--- src/rtl/task1_req_arbiter.sv ---
// task1_req_arbiter: round-robin arbiter sharing one task1 datapath among requesters
module task1_req_arbiter #(
  parameter int NUM_REQ = 4,
  parameter int DP_LAT = 1,
  parameter int CNT_W = 16,
  localparam int ID_W = $clog2(NUM_REQ)
) (
  input  logic                 clk,
  input  logic                 rst,
  input  logic [NUM_REQ-1:0]   req_valid,
  input  logic [NUM_REQ*8-1:0] req_data,
  output logic [NUM_REQ-1:0]   req_ready,
  output logic [7:0]           dp_in,
  input  logic                 dp_o1,
  input  logic                 dp_o2,
  output logic                 rsp_valid,
  input  logic                 rsp_ready,
  output logic [ID_W-1:0]      rsp_id,
  output logic                 rsp_o1,
  output logic                 rsp_o2,
  input  logic                 stats_clr,
  output logic [CNT_W-1:0]     mismatch_cnt,
  output logic                 mismatch_seen
);
  localparam int WC_W = DP_LAT > 1 ? $clog2(DP_LAT) : 1;
  typedef enum logic [1:0] {IDLE, WAIT, RESP} state_t;
  state_t state, state_n;
  logic [ID_W-1:0] rr_ptr, grant, id, j;
  logic [7:0] data;
  logic [WC_W-1:0] wait_cnt;
  logic acc, cap;
  always_comb begin
    grant = rr_ptr;
    j = '0;
    for (int k = NUM_REQ - 1; k >= 0; k--) begin
      j = ID_W'((int'(rr_ptr) + k) % NUM_REQ);
      if (req_valid[j]) grant = j;
    end
    acc = state == IDLE && |req_valid;
    cap = state == WAIT && wait_cnt == WC_W'(DP_LAT - 1);
    req_ready = acc ? NUM_REQ'(1) << grant : '0;
    state_n = acc ? WAIT : cap ? RESP : (state == RESP && rsp_ready) ? IDLE : state;
    dp_in = state == IDLE ? 8'h00 : data;
  end
  always_ff @(posedge clk) begin
    if (rst) begin
      state <= IDLE;
      rr_ptr <= '0;
      data <= '0;
      id <= '0;
      wait_cnt <= '0;
      rsp_valid <= 1'b0;
      rsp_id <= '0;
      rsp_o1 <= 1'b0;
      rsp_o2 <= 1'b0;
      mismatch_cnt <= '0;
      mismatch_seen <= 1'b0;
    end else begin
      state <= state_n;
      if (acc) begin
        data <= req_data[8*grant +: 8];
        id <= grant;
        rr_ptr <= ID_W'((int'(grant) + 1) % NUM_REQ);
        wait_cnt <= '0;
      end
      if (state == WAIT && !cap) wait_cnt <= wait_cnt + WC_W'(1);
      if (cap) begin
        rsp_valid <= 1'b1;
        rsp_id <= id;
        rsp_o1 <= dp_o1;
        rsp_o2 <= dp_o2;
      end
      if (state == RESP && rsp_ready) rsp_valid <= 1'b0;
      // a clear coincident with a mismatch capture wins
      if (stats_clr) begin
        mismatch_cnt <= '0;
        mismatch_seen <= 1'b0;
      end else if (cap && dp_o1 != dp_o2) begin
        if (!(&mismatch_cnt)) mismatch_cnt <= mismatch_cnt + CNT_W'(1);
        mismatch_seen <= 1'b1;
      end
    end
  end
endmodule
--- config.mk ---
export PLATFORM = sky130hd
export DESIGN_NAME = task1_req_arbiter
export DESIGN_NICKNAME = d
export VERILOG_FILES = /design/src/rtl/task1_req_arbiter.sv
export SDC_FILE = /design/constraint.sdc
export NUM_CORES = 1
export LEC_CHECK = 0
export ABC_AREA = 0
export CELL_PAD_IN_SITES_DETAIL_PLACEMENT = 0
export CELL_PAD_IN_SITES_GLOBAL_PLACEMENT = 1
export CORE_ASPECT_RATIO = 0.9
export CORE_MARGIN = 8
export CORE_UTILIZATION = 31
export CTS_CLUSTER_SIZE = 8
export DETAILED_ROUTE_END_ITERATION = 8
export PLACE_DENSITY = 0.77
export SLEW_MARGIN = 10
export SYNTH_ARGS = -nofsm -noshare
export SYNTH_HDL_FRONTEND = slang
export SYNTH_SLANG_ARGS = --single-unit
export TNS_END_PERCENT = 50
--- constraint.sdc ---
create_clock -name clk -period 2.8 [get_ports clk]
set_input_delay 0.84 -clock clk [delete_from_list [all_inputs] [get_ports clk]]
set_output_delay 0.84 -clock clk [all_outputs]
set_load 0.05 [all_outputs]
==> impl_metrics.env, run 1 <==
export IMPL_status="finished clean"
export IMPL_synth_edf_count=0
export IMPL_critPathKind="in -> out"
export IMPL_p_comb_share_pct=33.8
export IMPL_final_common_cell="clkdlybuf4s50_1"
export IMPL_area_growth_pct=59.3
export IMPL_grt_max_degree=18
export IMPL_diodes=0
export IMPL_p_int_uw=1210
export IMPL_p_sw_uw=561
export IMPL_io_buffers=75
export IMPL_syn_num_nets=265
export IMPL_die_width_um=99.5
export IMPL_dp_final_hpwl_um=4270
export IMPL_num_vias=1899
export IMPL_mostFrequentLayoutCells="clkdlybuf4s50_1 (59), dfxtp_1 (37), buf_4 (24)"
export IMPL_peakVddDrop_mv=0.310
export IMPL_drive_above_1_share_pct=19.8
export IMPL_whs_path_depth=2
export IMPL_hp_start="id[1]"
export IMPL_dieHeight_um=91.2
export IMPL_antenna_found_initial=0
export IMPL_grt_total_usage_pct=12.7
export IMPL_cts_tree="built"
export IMPL_worstHoldPathType="reg -> reg"
export IMPL_synth_top_family_by_area="simple AND/OR/NAND/NOR gates"
export IMPL_r2r_slack_ps=870
export IMPL_synth_simple_gate_area_share_pct=27.5
export IMPL_cts_buffers=5
export IMPL_num_rows=27
export IMPL_vias_per_cell=5.00
export IMPL_synth_mux_area_share_pct=8.74
export IMPL_num_nets_final=350
export IMPL_clock_latency_ps=290
export IMPL_cap_violations=0
export IMPL_ys_types=41
export IMPL_rsz0062_at_grt="yes"
export IMPL_fmax_mhz=358
export IMPL_clk_pin_slew_ps=80
export IMPL_min_period_ps=2790
export IMPL_rr_worst_depth=6
export IMPL_hold_end="rsp_id[1]"
export IMPL_worstPathMaxFanout=5
export IMPL_grt_pass1_vias=1974
export IMPL_syn_inst=222
export IMPL_finalCritPeriodShare_pct=99.7
export IMPL_final_cells=380
export IMPL_synth_top_flop_cell="dfxtp_1"
export IMPL_synth_avg_cell_area_um2=8.77
export IMPL_cts_root_buf="clkbuf_8"
export IMPL_cp_required_ps=1960
export IMPL_synthXorXnorAreaFrac_pct=6.30
export IMPL_setup_viol=0
export IMPL_place_congestion=0.760
export IMPL_relSlewSlack_pct=65.4
export IMPL_drtIter0Drc=48
export IMPL_timing_rr_start="rr_ptr[1]"
export IMPL_clock_path_buffers=2
export IMPL_wire_per_inst_um=14.8
export IMPL_drc=0
export IMPL_cts_sinks=37
export IMPL_grt_pass1_wl_um=9450
export IMPL_power_frac_seq_pct=34.4
export IMPL_firstDrtPassIters=4
export IMPL_grt_overflow=0
export IMPL_startpoint_type="input pin"
export IMPL_drv_slew=0
export IMPL_ant_nets=0
export IMPL_critical_path_arrival_ps=1950
export IMPL_htreeDepth=2
export IMPL_power_density_nw_per_um2=572
export IMPL_synth_seq_area_share_pct=38.0
export IMPL_synth_compound_area_share_pct=15.0
export IMPL_r2r_end="data[7]"
export IMPL_leakage_uw=0.00117
export IMPL_finClkSkew_ps=9.79
export IMPL_async_flop_share_pct=0
export IMPL_syn_cell_area_um2=1950
export IMPL_end_kind="primary output"
export IMPL_synth_seq_cells=37
export IMPL_dp_cells=369
export IMPL_synth_warnings=0
export IMPL_top_level_ports=76
export IMPL_yosys_area_share_adder_pct=0.643
export IMPL_drt_total_wl_um=5610
export IMPL_core_area_um2=6080
export IMPL_hold_viol_final=0
export IMPL_initial_core_util_pct=32.0
export IMPL_tightest_slew_ps=515
export IMPL_die_area_um2=9080
export IMPL_clock_power_share_pct=31.8
export IMPL_hold_ws_ps=457
export IMPL_p_sw_share_pct=31.7
==> stage by stage <==
step | power [uW] | util [%] | cell area (um2) | setup TNS [ps] | setup slack, ps
finish | 1770 | 51.0 | 3100 | 0 | 8.52
global route | 1860 | 51.0 | 3100 | -56.8 | -32.0
CTS | 1780 | 50.6 | 3080 | 0 | 21.3
detailed placement | 1180 | 47.3 | 2880 | -2350 | -489
global placement | 1180 | 47.3 | 2880 | -2620 | -479
floorplan | 967 | - | 2000 | -115 | -72.1
==> logic make-up after synthesis <==
kind of cell / after synthesis
muxes: 17
xor gates and xnor gates: 14
buffers and inverters: 15
and+or+nand+nor: 98
DFF: 37
adders and majority gates: 1
AOI/OAI and AO/OA: 40
==> cells in the mapped netlist, types with 2 or more instances <==
master | number | area [um2]
clkbuf_1 | 4 | 15.0
inv_1 | 3 | 11.3
o2111ai_1 | 4 | 35.0
o221ai_1 | 8 | 70.1
nor2b_1 | 11 | 68.8
nor3_1 | 3 | 15.0
or3_1 | 2 | 12.5
xor2_1 | 12 | 105
dfxtp_1 | 37 | 741
nand4_1 | 5 | 31.3
nor2_1 | 24 | 90.1
and3_1 | 4 | 25.0
and4_1 | 3 | 26.3
a211oi_1 | 2 | 15.0
o21ai_0 | 7 | 35.0
buf_2 | 4 | 20.0
nand2b_1 | 3 | 18.8
mux2i_1 | 17 | 170
nand3b_1 | 8 | 60.1
nand2_1 | 23 | 86.3
and2_1 | 3 | 18.8
nand3_1 | 2 | 10.0
xnor2_1 | 2 | 17.5
buf_1 | 2 | 7.51
a21oi_1 | 13 | 65.1
==> what timing repair did <==
action | CTS | global route
pin swaps | 7 | 3
hold buffers | 0 | 0
buffers inserted | 2 | 1
resized for setup | 35 | 5
setup endpoints to repair | 4 | 4
cloned | 0 | 0
==> final cells by class <==
| cell class | count | area [um2] |
|---|---|---|
| clock buffers | 5 | 68.8 |
| clock inverters | 3 | 68.8 |
| fillers | 608 | 2980 |
| inverters | 3 | 11.3 |
| multi-input cells | 170 | 1240 |
| flip-flops and latches | 37 | 741 |
| well taps | 72 | 90.1 |
| repair buffers | 90 | 878 |
==> worst max-delay path by stage <==
stage / endpoint / slack [ps] / from
6_report: req_ready[2] / 9 / req_valid[0]
5_1_grt: req_ready[2] / -30 / req_valid[0]
4_1_cts: req_ready[2] / 20 / req_valid[0]
3_5_place_dp: req_ready[0] / -490 / req_valid[2]
3_3_place_gp: req_ready[0] / -480 / req_valid[2]
2_1_floorplan: req_ready[2] / -70 / req_valid[0]
==> sequential cells by signal (all words and copies together) (netlist names) <==
name           count
state              2
mismatch_seen      1
id                 2
rsp_o1             1
rsp_id             2
rsp_o2             1
wait_cnt           1
mismatch_cnt      16
rsp_valid          1
data               8
rr_ptr             2
==> per-layer routing <==
layer	share of wire (%)	wire [um]	global-route usage, %	vias to the layer above
met3	12	698	8.24	5
li1	-	-	-	970
met4	0.98	55	3.40	0
met5	0	0	0	-
met1	42	2350	14.2	864
met2	45	2500	19.4	60
==> worst max-delay path, cell delays in order <==
cell and delay (ps):
buf_6 110, nor2b_1 140, o41ai_4 320, buf_4 190, nand2_2 80, nor2_4 130
buf_12 140
==> power by group through the flow <==
stage / registers [uW] / logic [uW] / clock network [uW]
after floorplan: 628 / 339 / 0
after global placement: 613 / 564 / 0
after detailed placement: 616 / 567 / 0
after CTS: 608 / 592 / 583
after global routing: 617 / 644 / 599
final: 609 / 600 / 563
No activity file was read; power rests on OpenSTA's default activity.
==> inputs of run 2 (changes only) <==
ABC_CLOCK_PERIOD_IN_PS = 2800   (was not set)
==> results of run 2 <==
The final DEF is identical to that of run 1; final timing and power are the same.
